### config.mk
export PLATFORM = sky130hd
export DESIGN_NAME = sa_matmul_nxn_flat
export DESIGN_NICKNAME = d
export VERILOG_FILES = /design/src/rtl/sa_matmul_nxn_if.sv /design/src/rtl/sa_matmul_nxn.sv /design/src/flat_wrapper.sv
export SDC_FILE = /design/constraint.sdc
export NUM_CORES = 1
export LEC_CHECK = 0
export CORE_UTILIZATION = 45
export DETAILED_ROUTE_END_ITERATION = 16
export GPL_ROUTABILITY_DRIVEN = 0
export GPL_TIMING_DRIVEN = 0
export PLACE_DENSITY = 0.68
export SYNTH_ARGS = -nofsm -noshare
export SYNTH_HDL_FRONTEND = slang
export SYNTH_SLANG_ARGS = --single-unit
### constraint.sdc
create_clock -name clk -period 3.8 [get_ports clk]
set_input_delay 0.76 -clock clk [delete_from_list [all_inputs] [get_ports clk]]
set_output_delay 0.76 -clock clk [all_outputs]
set_load 0.03 [all_outputs]
### src/rtl/sa_matmul_nxn_if.sv
// Operand/result stream bundle for the NxN systolic multiplier.
// master = operand fetch / result writeback side, slave = the array.
interface sa_matmul_nxn_if #(
  parameter int DATA_WIDTH = 4,
  parameter int N          = 2,
  parameter int ACC_WIDTH  = 2*DATA_WIDTH + $clog2(N)
);
  logic                       in_valid;
  logic                       in_ready;
  logic [N*DATA_WIDTH-1:0]    a_col;
  logic [N*DATA_WIDTH-1:0]    b_row;
  logic                       out_valid;
  logic                       out_ready;
  logic [N*N*ACC_WIDTH-1:0]   c_flat;
  logic                       busy;

  modport master (
    output in_valid, a_col, b_row, out_ready,
    input  in_ready, out_valid, c_flat, busy
  );

  modport slave (
    input  in_valid, a_col, b_row, out_ready,
    output in_ready, out_valid, c_flat, busy
  );
endinterface

### src/rtl/sa_matmul_nxn.sv
// Output-stationary NxN systolic matrix multiplier, C = A x B.
// Beat k carries column k of A and row k of B; skewing is done here,
// so the producer streams unskewed beats.
//
//   state   | meaning
//   --------+-----------------------------------------------------------
//   S_LOAD  | accepting operand beats 0..N-1 (in_ready=1)
//   S_FLUSH | last beat in; wavefront draining through array (2N cycles)
//   S_DONE  | C valid and held; waits for out_ready, then clears array
module sa_matmul_nxn #(
  parameter int DATA_WIDTH = 4,
  parameter int N          = 2,
  parameter int SIGNED     = 0,
  parameter int ACC_WIDTH  = 2*DATA_WIDTH + $clog2(N)
) (
  input  logic           clk,
  input  logic           rst,
  sa_matmul_nxn_if.slave mm
);
  localparam int DW = DATA_WIDTH;
  localparam int PW = 2*DATA_WIDTH;
  localparam int CW = $clog2(N);
  localparam int FW = $clog2(2*N);
  localparam logic [CW-1:0] LAST_BEAT  = CW'(N-1);
  // Loaded on the last-beat edge; terminal count lands on edge t_L+2N.
  localparam logic [FW-1:0] FLUSH_LOAD = FW'(2*N-1);

  typedef enum logic [1:0] {S_LOAD, S_FLUSH, S_DONE} state_t;

  state_t        r_state, w_state_nxt;
  logic [CW-1:0] r_beat_cnt, w_beat_cnt_nxt;
  logic [FW-1:0] r_flush_cnt, w_flush_cnt_nxt;
  logic          w_in_ready, w_out_valid;
  logic          w_accept, w_clear;

  // State register, beat counter and flush down-counter
  always_ff @(posedge clk or posedge rst) begin
    if (rst) begin
      r_state     <= S_LOAD;
      r_beat_cnt  <= '0;
      r_flush_cnt <= '0;
    end else begin
      r_state     <= w_state_nxt;
      r_beat_cnt  <= w_beat_cnt_nxt;
      r_flush_cnt <= w_flush_cnt_nxt;
    end
  end

  // Next-state, counter updates and handshake outputs
  always_comb begin
    w_state_nxt     = r_state;
    w_beat_cnt_nxt  = r_beat_cnt;
    w_flush_cnt_nxt = r_flush_cnt;
    w_in_ready      = 1'b0;
    w_out_valid     = 1'b0;
    unique case (r_state)
      S_LOAD: begin
        w_in_ready = 1'b1;
        if (mm.in_valid) begin
          if (r_beat_cnt == LAST_BEAT) begin
            w_beat_cnt_nxt  = '0;
            w_flush_cnt_nxt = FLUSH_LOAD;
            w_state_nxt     = S_FLUSH;
          end else begin
            w_beat_cnt_nxt = r_beat_cnt + 1'b1;
          end
        end
      end
      S_FLUSH: begin
        if (r_flush_cnt == '0) w_state_nxt = S_DONE;
        else                   w_flush_cnt_nxt = r_flush_cnt - 1'b1;
      end
      S_DONE: begin
        w_out_valid = 1'b1;
        if (mm.out_ready) w_state_nxt = S_LOAD;
      end
      default: w_state_nxt = S_LOAD;
    endcase
  end

  assign w_accept     = w_in_ready & mm.in_valid;
  assign w_clear      = w_out_valid & mm.out_ready;
  assign mm.in_ready  = w_in_ready;
  assign mm.out_valid = w_out_valid;
  assign mm.busy      = (r_state != S_LOAD) || (r_beat_cnt != '0);

  // Operand seen by PE(i,j) during the current cycle, with its valid tag.
  logic [DW-1:0]        w_a_d [N][N];
  logic                 w_a_v [N][N];
  logic [DW-1:0]        w_b_d [N][N];
  logic                 w_b_v [N][N];
  logic [ACC_WIDTH-1:0] w_acc [N][N];
  logic [N*N*ACC_WIDTH-1:0] w_c_flat;

  for (genvar gi = 0; gi < N; gi++) begin : g_skew
    logic [DW-1:0] r_a_sk_d [0:gi];
    logic          r_a_sk_v [0:gi];
    logic [DW-1:0] r_b_sk_d [0:gi];
    logic          r_b_sk_v [0:gi];

    // Row gi of A / column gi of B get gi extra cycles of delay; idle cycles shift in untagged zeros
    always_ff @(posedge clk or posedge rst) begin
      if (rst) begin
        for (int s = 0; s <= gi; s++) begin
          r_a_sk_d[s] <= '0;
          r_a_sk_v[s] <= 1'b0;
          r_b_sk_d[s] <= '0;
          r_b_sk_v[s] <= 1'b0;
        end
      end else begin
        r_a_sk_d[0] <= w_accept ? mm.a_col[gi*DW +: DW] : '0;
        r_a_sk_v[0] <= w_accept;
        r_b_sk_d[0] <= w_accept ? mm.b_row[gi*DW +: DW] : '0;
        r_b_sk_v[0] <= w_accept;
        for (int s = 1; s <= gi; s++) begin
          r_a_sk_d[s] <= r_a_sk_d[s-1];
          r_a_sk_v[s] <= r_a_sk_v[s-1];
          r_b_sk_d[s] <= r_b_sk_d[s-1];
          r_b_sk_v[s] <= r_b_sk_v[s-1];
        end
      end
    end

    assign w_a_d[gi][0] = r_a_sk_d[gi];
    assign w_a_v[gi][0] = r_a_sk_v[gi];
    assign w_b_d[0][gi] = r_b_sk_d[gi];
    assign w_b_v[0][gi] = r_b_sk_v[gi];
  end

  for (genvar gi = 0; gi < N; gi++) begin : g_row
    for (genvar gj = 0; gj < N; gj++) begin : g_col
      logic [ACC_WIDTH-1:0] r_acc;
      logic [PW-1:0]        w_prod;
      logic [ACC_WIDTH-1:0] w_prod_ext;
      logic                 w_fire;

      assign w_fire = w_a_v[gi][gj] & w_b_v[gi][gj];

      if (SIGNED != 0) begin : g_s
        logic signed [PW-1:0] w_sa, w_sb;
        assign w_sa       = {{DW{w_a_d[gi][gj][DW-1]}}, w_a_d[gi][gj]};
        assign w_sb       = {{DW{w_b_d[gi][gj][DW-1]}}, w_b_d[gi][gj]};
        assign w_prod     = w_sa * w_sb;
        assign w_prod_ext = {{(ACC_WIDTH-PW){w_prod[PW-1]}}, w_prod};
      end else begin : g_u
        assign w_prod     = {{DW{1'b0}}, w_a_d[gi][gj]} * {{DW{1'b0}}, w_b_d[gi][gj]};
        assign w_prod_ext = {{(ACC_WIDTH-PW){1'b0}}, w_prod};
      end

      // Accumulate on tagged cycles; a taken result clears the array for the next matrix
      always_ff @(posedge clk or posedge rst) begin
        if (rst)          r_acc <= '0;
        else if (w_clear) r_acc <= '0;
        else if (w_fire)  r_acc <= r_acc + w_prod_ext;
      end
      assign w_acc[gi][gj] = r_acc;

      if (gj < N-1) begin : g_a_pipe
        logic [DW-1:0] r_a_d;
        logic          r_a_v;
        // Pass A one column to the right
        always_ff @(posedge clk or posedge rst) begin
          if (rst) begin
            r_a_d <= '0;
            r_a_v <= 1'b0;
          end else begin
            r_a_d <= w_a_d[gi][gj];
            r_a_v <= w_a_v[gi][gj];
          end
        end
        assign w_a_d[gi][gj+1] = r_a_d;
        assign w_a_v[gi][gj+1] = r_a_v;
      end

      if (gi < N-1) begin : g_b_pipe
        logic [DW-1:0] r_b_d;
        logic          r_b_v;
        // Pass B one row down
        always_ff @(posedge clk or posedge rst) begin
          if (rst) begin
            r_b_d <= '0;
            r_b_v <= 1'b0;
          end else begin
            r_b_d <= w_b_d[gi][gj];
            r_b_v <= w_b_v[gi][gj];
          end
        end
        assign w_b_d[gi+1][gj] = r_b_d;
        assign w_b_v[gi+1][gj] = r_b_v;
      end
    end
  end

  // Flatten accumulators row-major onto the result bus
  always_comb begin
    w_c_flat = '0;
    for (int i = 0; i < N; i++) begin
      for (int j = 0; j < N; j++) begin
        w_c_flat[(i*N+j)*ACC_WIDTH +: ACC_WIDTH] = w_acc[i][j];
      end
    end
  end

  assign mm.c_flat = w_c_flat;
endmodule

### src/flat_wrapper.sv
// flat-port wrapper written by rule: the top's interface ports become plain ports
module sa_matmul_nxn_flat 
#(
  parameter int DATA_WIDTH = 4,
  parameter int N          = 2,
  parameter int SIGNED     = 0,
  parameter int ACC_WIDTH  = 2*DATA_WIDTH + $clog2(N)
)
  (clk, rst, mm_in_valid, mm_a_col, mm_b_row, mm_out_ready, mm_in_ready, mm_out_valid, mm_c_flat, mm_busy);
  sa_matmul_nxn_if #(.DATA_WIDTH(DATA_WIDTH), .N(N), .ACC_WIDTH(ACC_WIDTH)) mm_i ();
  input  logic clk;
  input  logic rst;
  input wire logic [$bits(mm_i.in_valid)-1:0] mm_in_valid;
  input wire logic [$bits(mm_i.a_col)-1:0] mm_a_col;
  input wire logic [$bits(mm_i.b_row)-1:0] mm_b_row;
  input wire logic [$bits(mm_i.out_ready)-1:0] mm_out_ready;
  output wire logic [$bits(mm_i.in_ready)-1:0] mm_in_ready;
  output wire logic [$bits(mm_i.out_valid)-1:0] mm_out_valid;
  output wire logic [$bits(mm_i.c_flat)-1:0] mm_c_flat;
  output wire logic [$bits(mm_i.busy)-1:0] mm_busy;
  assign mm_i.in_valid = mm_in_valid;
  assign mm_i.a_col = mm_a_col;
  assign mm_i.b_row = mm_b_row;
  assign mm_i.out_ready = mm_out_ready;
  assign mm_in_ready = mm_i.in_ready;
  assign mm_out_valid = mm_i.out_valid;
  assign mm_c_flat = mm_i.c_flat;
  assign mm_busy = mm_i.busy;
  sa_matmul_nxn #(.DATA_WIDTH(DATA_WIDTH), .N(N), .SIGNED(SIGNED), .ACC_WIDTH(ACC_WIDTH)) u_core (.clk(clk), .rst(rst), .mm(mm_i));
endmodule
# After elaboration in Yosys (flattened, before gate mapping)
# Index checks and enable logic that the tools add are counted.
# op_classes
shifts	0
n_eq_ne	7
magnitude_cmp	0
n_addsub	6
bitwise_logic	2
div	0
n_mux	24
n_reduce_logical	11
n_mul	4
# ops
cell	count
2-to-1 mux 9 bit	8
adder 9 x 8 -> 9 bit	4
multiplier 4 x 4 -> 8 bit	4
2-to-1 mux 4 bit	4
2-to-1 mux 2 bit	7
nonzero test 2 bit	5
AND reduction 4 bit	2
!= test 2 bit (second input constant)	3
case mux 2 bit (3 select lines)	1
logical NOT 2 bit	2
!= test 2 x 1 -> 1 bit (second input constant)	2
case mux 2 bit (2 select lines)	1
2-to-1 mux 1 bit	3
bitwise AND 1 bit	2
== test 2 x 1 -> 1 bit (second input constant)	1
== test 2 bit (second input constant)	1
AND reduction 2 bit	1
subtractor 2 x 1 -> 2 bit (second input constant)	1
adder 1 bit (second input constant)	1
logical OR 1 bit	1
# totals
mem_count	0
rom_bits	0
ff_bits	84
wordCells	74
ramBits	0
latch_bits	0

# Longest topological paths before layout
# logic_depth
depth_word	4
ltp_mapped	13
depth_no_buf	13

# Least setup slack after synthesis
# OpenSTA, ideal clock, no wires.
# synth_timing
path_type	reg-to-reg
from	register u_core.g_skew[1].r_a_sk_d[0] (netlist name)
to	register u_core.g_row[1].g_col[0].r_acc[8]
stages_incl_launch_ff	12
path_slack_ps	295
arrival_ps	3440
path_buffers	0
period_less_slack_ps	3505
path_cell_list	dfrtp_1 -> nand2_1 -> fa_1 -> fa_1 -> fa_1 -> inv_1 -> ha_1 -> o21ai_1 -> nor3_1 -> or4_4 -> a311o_1 -> nand2_1
# synth_between
elab_chain_len	4
# synth_rtl
item	line_no	source
from (decl)	sa_matmul_nxn.sv:96	logic [DW-1:0] r_a_sk_d [0:gi];
from (signal, indexed assignment)	sa_matmul_nxn.sv:116	r_a_sk_d[s] <= r_a_sk_d[s-1];
multiplier 4 x 4 -> 8 bit	sa_matmul_nxn.sv:146	assign w_prod = {{DW{1'b0}}, w_a_d[gi][gj]} * {{DW{1'b0}}, w_b_d[gi][gj]};
adder 9 x 8 -> 9 bit	sa_matmul_nxn.sv:154	else if (w_fire) r_acc <= r_acc + w_prod_ext;
2-to-1 mux 9 bit	sa_matmul_nxn.sv:154	
2-to-1 mux 9 bit	sa_matmul_nxn.sv:153	else if (w_clear) r_acc <= '0;
to (signal assigned)	sa_matmul_nxn.sv:154	
to (decl)	sa_matmul_nxn.sv:132	logic [ACC_WIDTH-1:0] r_acc;
# No other way between the ends. The select of a mux whose other input is x is not followed.
# A chain may end at the register's enable or synchronous reset.

# Final worst setup path
# layout_timing
from	register u_core.g_skew[1].r_a_sk_d[1] (netlist name)
to	register u_core.g_row[1].g_col[0].r_acc[8]
# The elaborated chain is that of the path after synthesis.

==> metrics.yaml <==
sta:
  period_share_pct: 96.4
  maxSlewHeadroom_pct: 45.9
  fin_crit_ns: 3.66
  fin_skew_ns: 0.00906
  fmax_ghz: 0.273
  rsz0062_at_grt: "no"
  worst_slew_pin_slew_ns: 0.811
  drv_slew: 0
  hold_viol: 0
  setup_viol: 0
place:
  hpwlAfterDp_um: 9830
  io_buffers: 58
  dpl_cell_area_mm2: 0.00689
drt:
  drt-initial-drc-count: 213
  vias_per_cell: 5.12
  wl_per_cell_um: 14.2
  vias: 4498
  dr.pass1.iters: 4
  ant_nets: 0
  drc: 0
  routed_wl_um: 12500
cells_and_area:
  n_antenna_cell: 0
  n_fill_cell: 1174
  drive_above_1_share_pct: 4.13
  nets: 825
  seq_area_mm2: 0.00210
  multi_input_area_mm2: 0.00349
  utilization_pct: 54.6
  fin_area_mm2: 0.00720
  layout_common_cells: "112 x inv_1, 84 x dfrtp_1, 68 x ha_1"
  area_growth_pct: 18.8
  final_common_cell: "inv_1"
floorplanning:
  fp.dieW_um: 118
  die-area_mm2: 0.0139
  ioPinCount: 59
  chipHeight_um: 118
  start_util_pct: 45.9
  rows: 42
  coreArea_mm2: 0.0132
worst_setup_path:
  cp.buffers_inverters: 1
  startpoint_type: "register"
  crit_arrival_ns: 3.94
  crit_required_ns: 4.08
  slowest_delay_ns: 0.53
  cp_top_family: "adder cells"
  criticalPathCategory: "register to register"
  crit_chain: "nand2_1 > fa_1 > fa_1 > fa_1 > inv_1 > ha_1 > o21ai_2 > nor3_1 > or4_4 > a311o_1 > nand2_1"
  crit_path_end_kind: "register"
  cpMostUsedCell: "fa_1"
  crit_fanout: 5
  cp_slowest_cell: "or4_4"
clock_network:
  clock-sinks: 84
  cts.hold.buffers_added: 0
  clk_pin_slew_ns: 0.07
  clock_path_buffers: 2
  cts_tree: "yes"
  clock_latency_ns: 0.34
  h-tree-depth: 3
  root_buffer: "clkbuf_16"
  cts_made_buffers: 9
pwr:
  leakage_uw: 0.00363
  peakVddDrop_mv: 0.490
  power_density_mw_per_mm2: 603
run:
  cap_viol_max_count: 0
yosys:
  yosysWarnings: 0
  syn_nets: 753
  synthCells: 628
  syn_area_mm2: 0.00606
  avgSynthCellArea_um2: 9.65
  synth_enable_flop_cells: 0
  ys.flop_type: "dfrtp_1"
  ys_seq_elements: 84
  yosysUniqueCellTypes: 46
  synth_async_sr_flop_share_pct: 100
  ys_seq_area_share_pct: 34.7
global_route:
  grt_usage_pct: 19.0
  gr-total-overflow: 0
  grt_pass1_vias: 4471
  grt_pass1_wl_um: 21100
  antenna_found_initial: 0
  grt_start_max_net_pins: 59
outcome:
  status: "finished clean"
hold_path:
  hold_class: "register to register"
-- what timing repair did --
item,CTS,global route
endpoints found under the setup margin,0,2
setup buffers,0,2
resized for setup,0,3
-- worst reg2reg max path: cells and delay by family (launching register included) --
| family | cells | cell delay, ns |
|---|---|---|
| adder cells (fa/ha/maj) | 4 | 1.86 |
| AND/OR/NAND/NOR | 4 | 0.79 |
| flip-flops | 1 | 0.40 |
| buffers and inverters | 1 | 0.04 |
| AO/OA/AOI/OAI | 2 | 0.51 |
-- final timing paths --
check / depth (start not counted) / startpoint / slack, ns / to
worst max register to register: 11 / u_core.g_skew[1].r_a_sk_d[1] / 0.14 / u_core.g_row[1].g_col[0].r_acc[8]
worst min-delay path: 0 / u_core.g_skew[1].r_b_sk_d[7] / 0.35 / u_core.g_skew[1].r_b_sk_d[3]
min in group asynchronous: 2 / rst / 0.76 / u_core.g_skew[1].r_b_sk_d[7]
worst min register to register: 0 / u_core.g_skew[1].r_b_sk_d[7] / 0.35 / u_core.g_skew[1].r_b_sk_d[3]
max in group asynchronous: 3 / rst / 2.45 / u_core.g_row[0].g_col[0].r_acc[8]
worst max-delay path: 11 / u_core.g_skew[1].r_a_sk_d[1] / 0.14 / u_core.g_row[1].g_col[0].r_acc[8]
-- per-layer routing --
layer  global-route usage (%)  routed length [um]  vias to the layer above
met4                     7.29                 238                        0
met3                     2.91                 548                       16
met5                        0                   0                        -
li1                         -                   -                     2220
met2                     32.2                5990                      107
met1                     24.5                5720                     2155
-- through the flow --
stage / hold WS [ns] / setup slack (ns) / instances / total power (uW) / TNS (ns)
after floorplan: 0.331 / 0.295 / 628 / 2790 / 0
after global placement: 0.335 / -0.422 / 862 / 3430 / -34.82
after detailed placement: 0.337 / 0.0836 / 863 / 3500 / 0
after CTS: 0.350 / 0.0695 / 877 / 4360 / 0
after global routing: 0.353 / 0.00616 / 879 / 4670 / 0
final: 0.348 / 0.138 / 879 / 4340 / 0
-- synth_stat cells, drive strengths merged (4+ instances only) --
| cell | number | area, um2 |
|---|---|---|
| buf | 6 | 28.8 |
| or3 | 5 | 31.3 |
| nand3b | 4 | 30.0 |
| dfrtp | 84 | 2100 |
| a2111o | 4 | 45.0 |
| and3 | 16 | 100 |
| o21ai | 10 | 50.1 |
| o21a | 4 | 30.0 |
| inv | 114 | 428 |
| nand2 | 47 | 176 |
| nor2 | 29 | 109 |
| a21o | 4 | 30.0 |
| o21bai | 8 | 60.1 |
| nand3 | 17 | 85.1 |
| nand2b | 4 | 25.0 |
| ha | 69 | 863 |
| clkbuf | 7 | 27.5 |
| a31oi | 4 | 25.0 |
| fa | 36 | 721 |
| a211oi | 15 | 123 |
| nor2b | 10 | 62.6 |
| a21oi | 20 | 100 |
| mux2i | 16 | 160 |
| nor3 | 12 | 60.1 |
| and2 | 50 | 313 |
| nor4b | 8 | 70.1 |
-- area by class of cell --
type | count | share of cell area, %
clock buffers | 11 | 3.23
well taps | 176 | 3.06
plain buffers | 13 | 0.782
inverters | 116 | 6.08
multi-input cells | 415 | 48.4
repair buffers | 61 | 8.66
clock inverters | 3 | 0.556
flip-flops and latches | 84 | 29.2
-- flip-flops by register name, indices dropped and copies added (netlist names), 2 cells and up --
| register | count |
|---|---|
| u_core.g_skew.r_a_sk_d | 12 |
| u_core.g_row.g_col.g_b_pipe.r_b_d | 8 |
| u_core.r_state | 2 |
| u_core.g_row.g_col.r_acc | 36 |
| u_core.g_row.g_col.g_a_pipe.r_a_d | 8 |
| u_core.r_flush_cnt | 2 |
| u_core.g_skew.r_a_sk_v | 2 |
| u_core.g_skew.r_b_sk_d | 12 |
-- cells by family after synthesis --
kind of cell,synth area share [%]
buffers and inverters,8.11
flip-flops,34.7
AND/OR/NAND/NOR,18.7
adder cells (fa/ha/maj),26.1
multiplexers,2.64
XOR/XNOR,0.434
AO/OA/AOI/OAI,9.29
-- power by group --
part           internal, uW  leakage [uW]  switching [uW]
combinational           866       0.00241            1230
sequential             1180       0.00109             231
clock                   500      0.000135             341
Note: power is estimated with default switching activity, not from simulation.
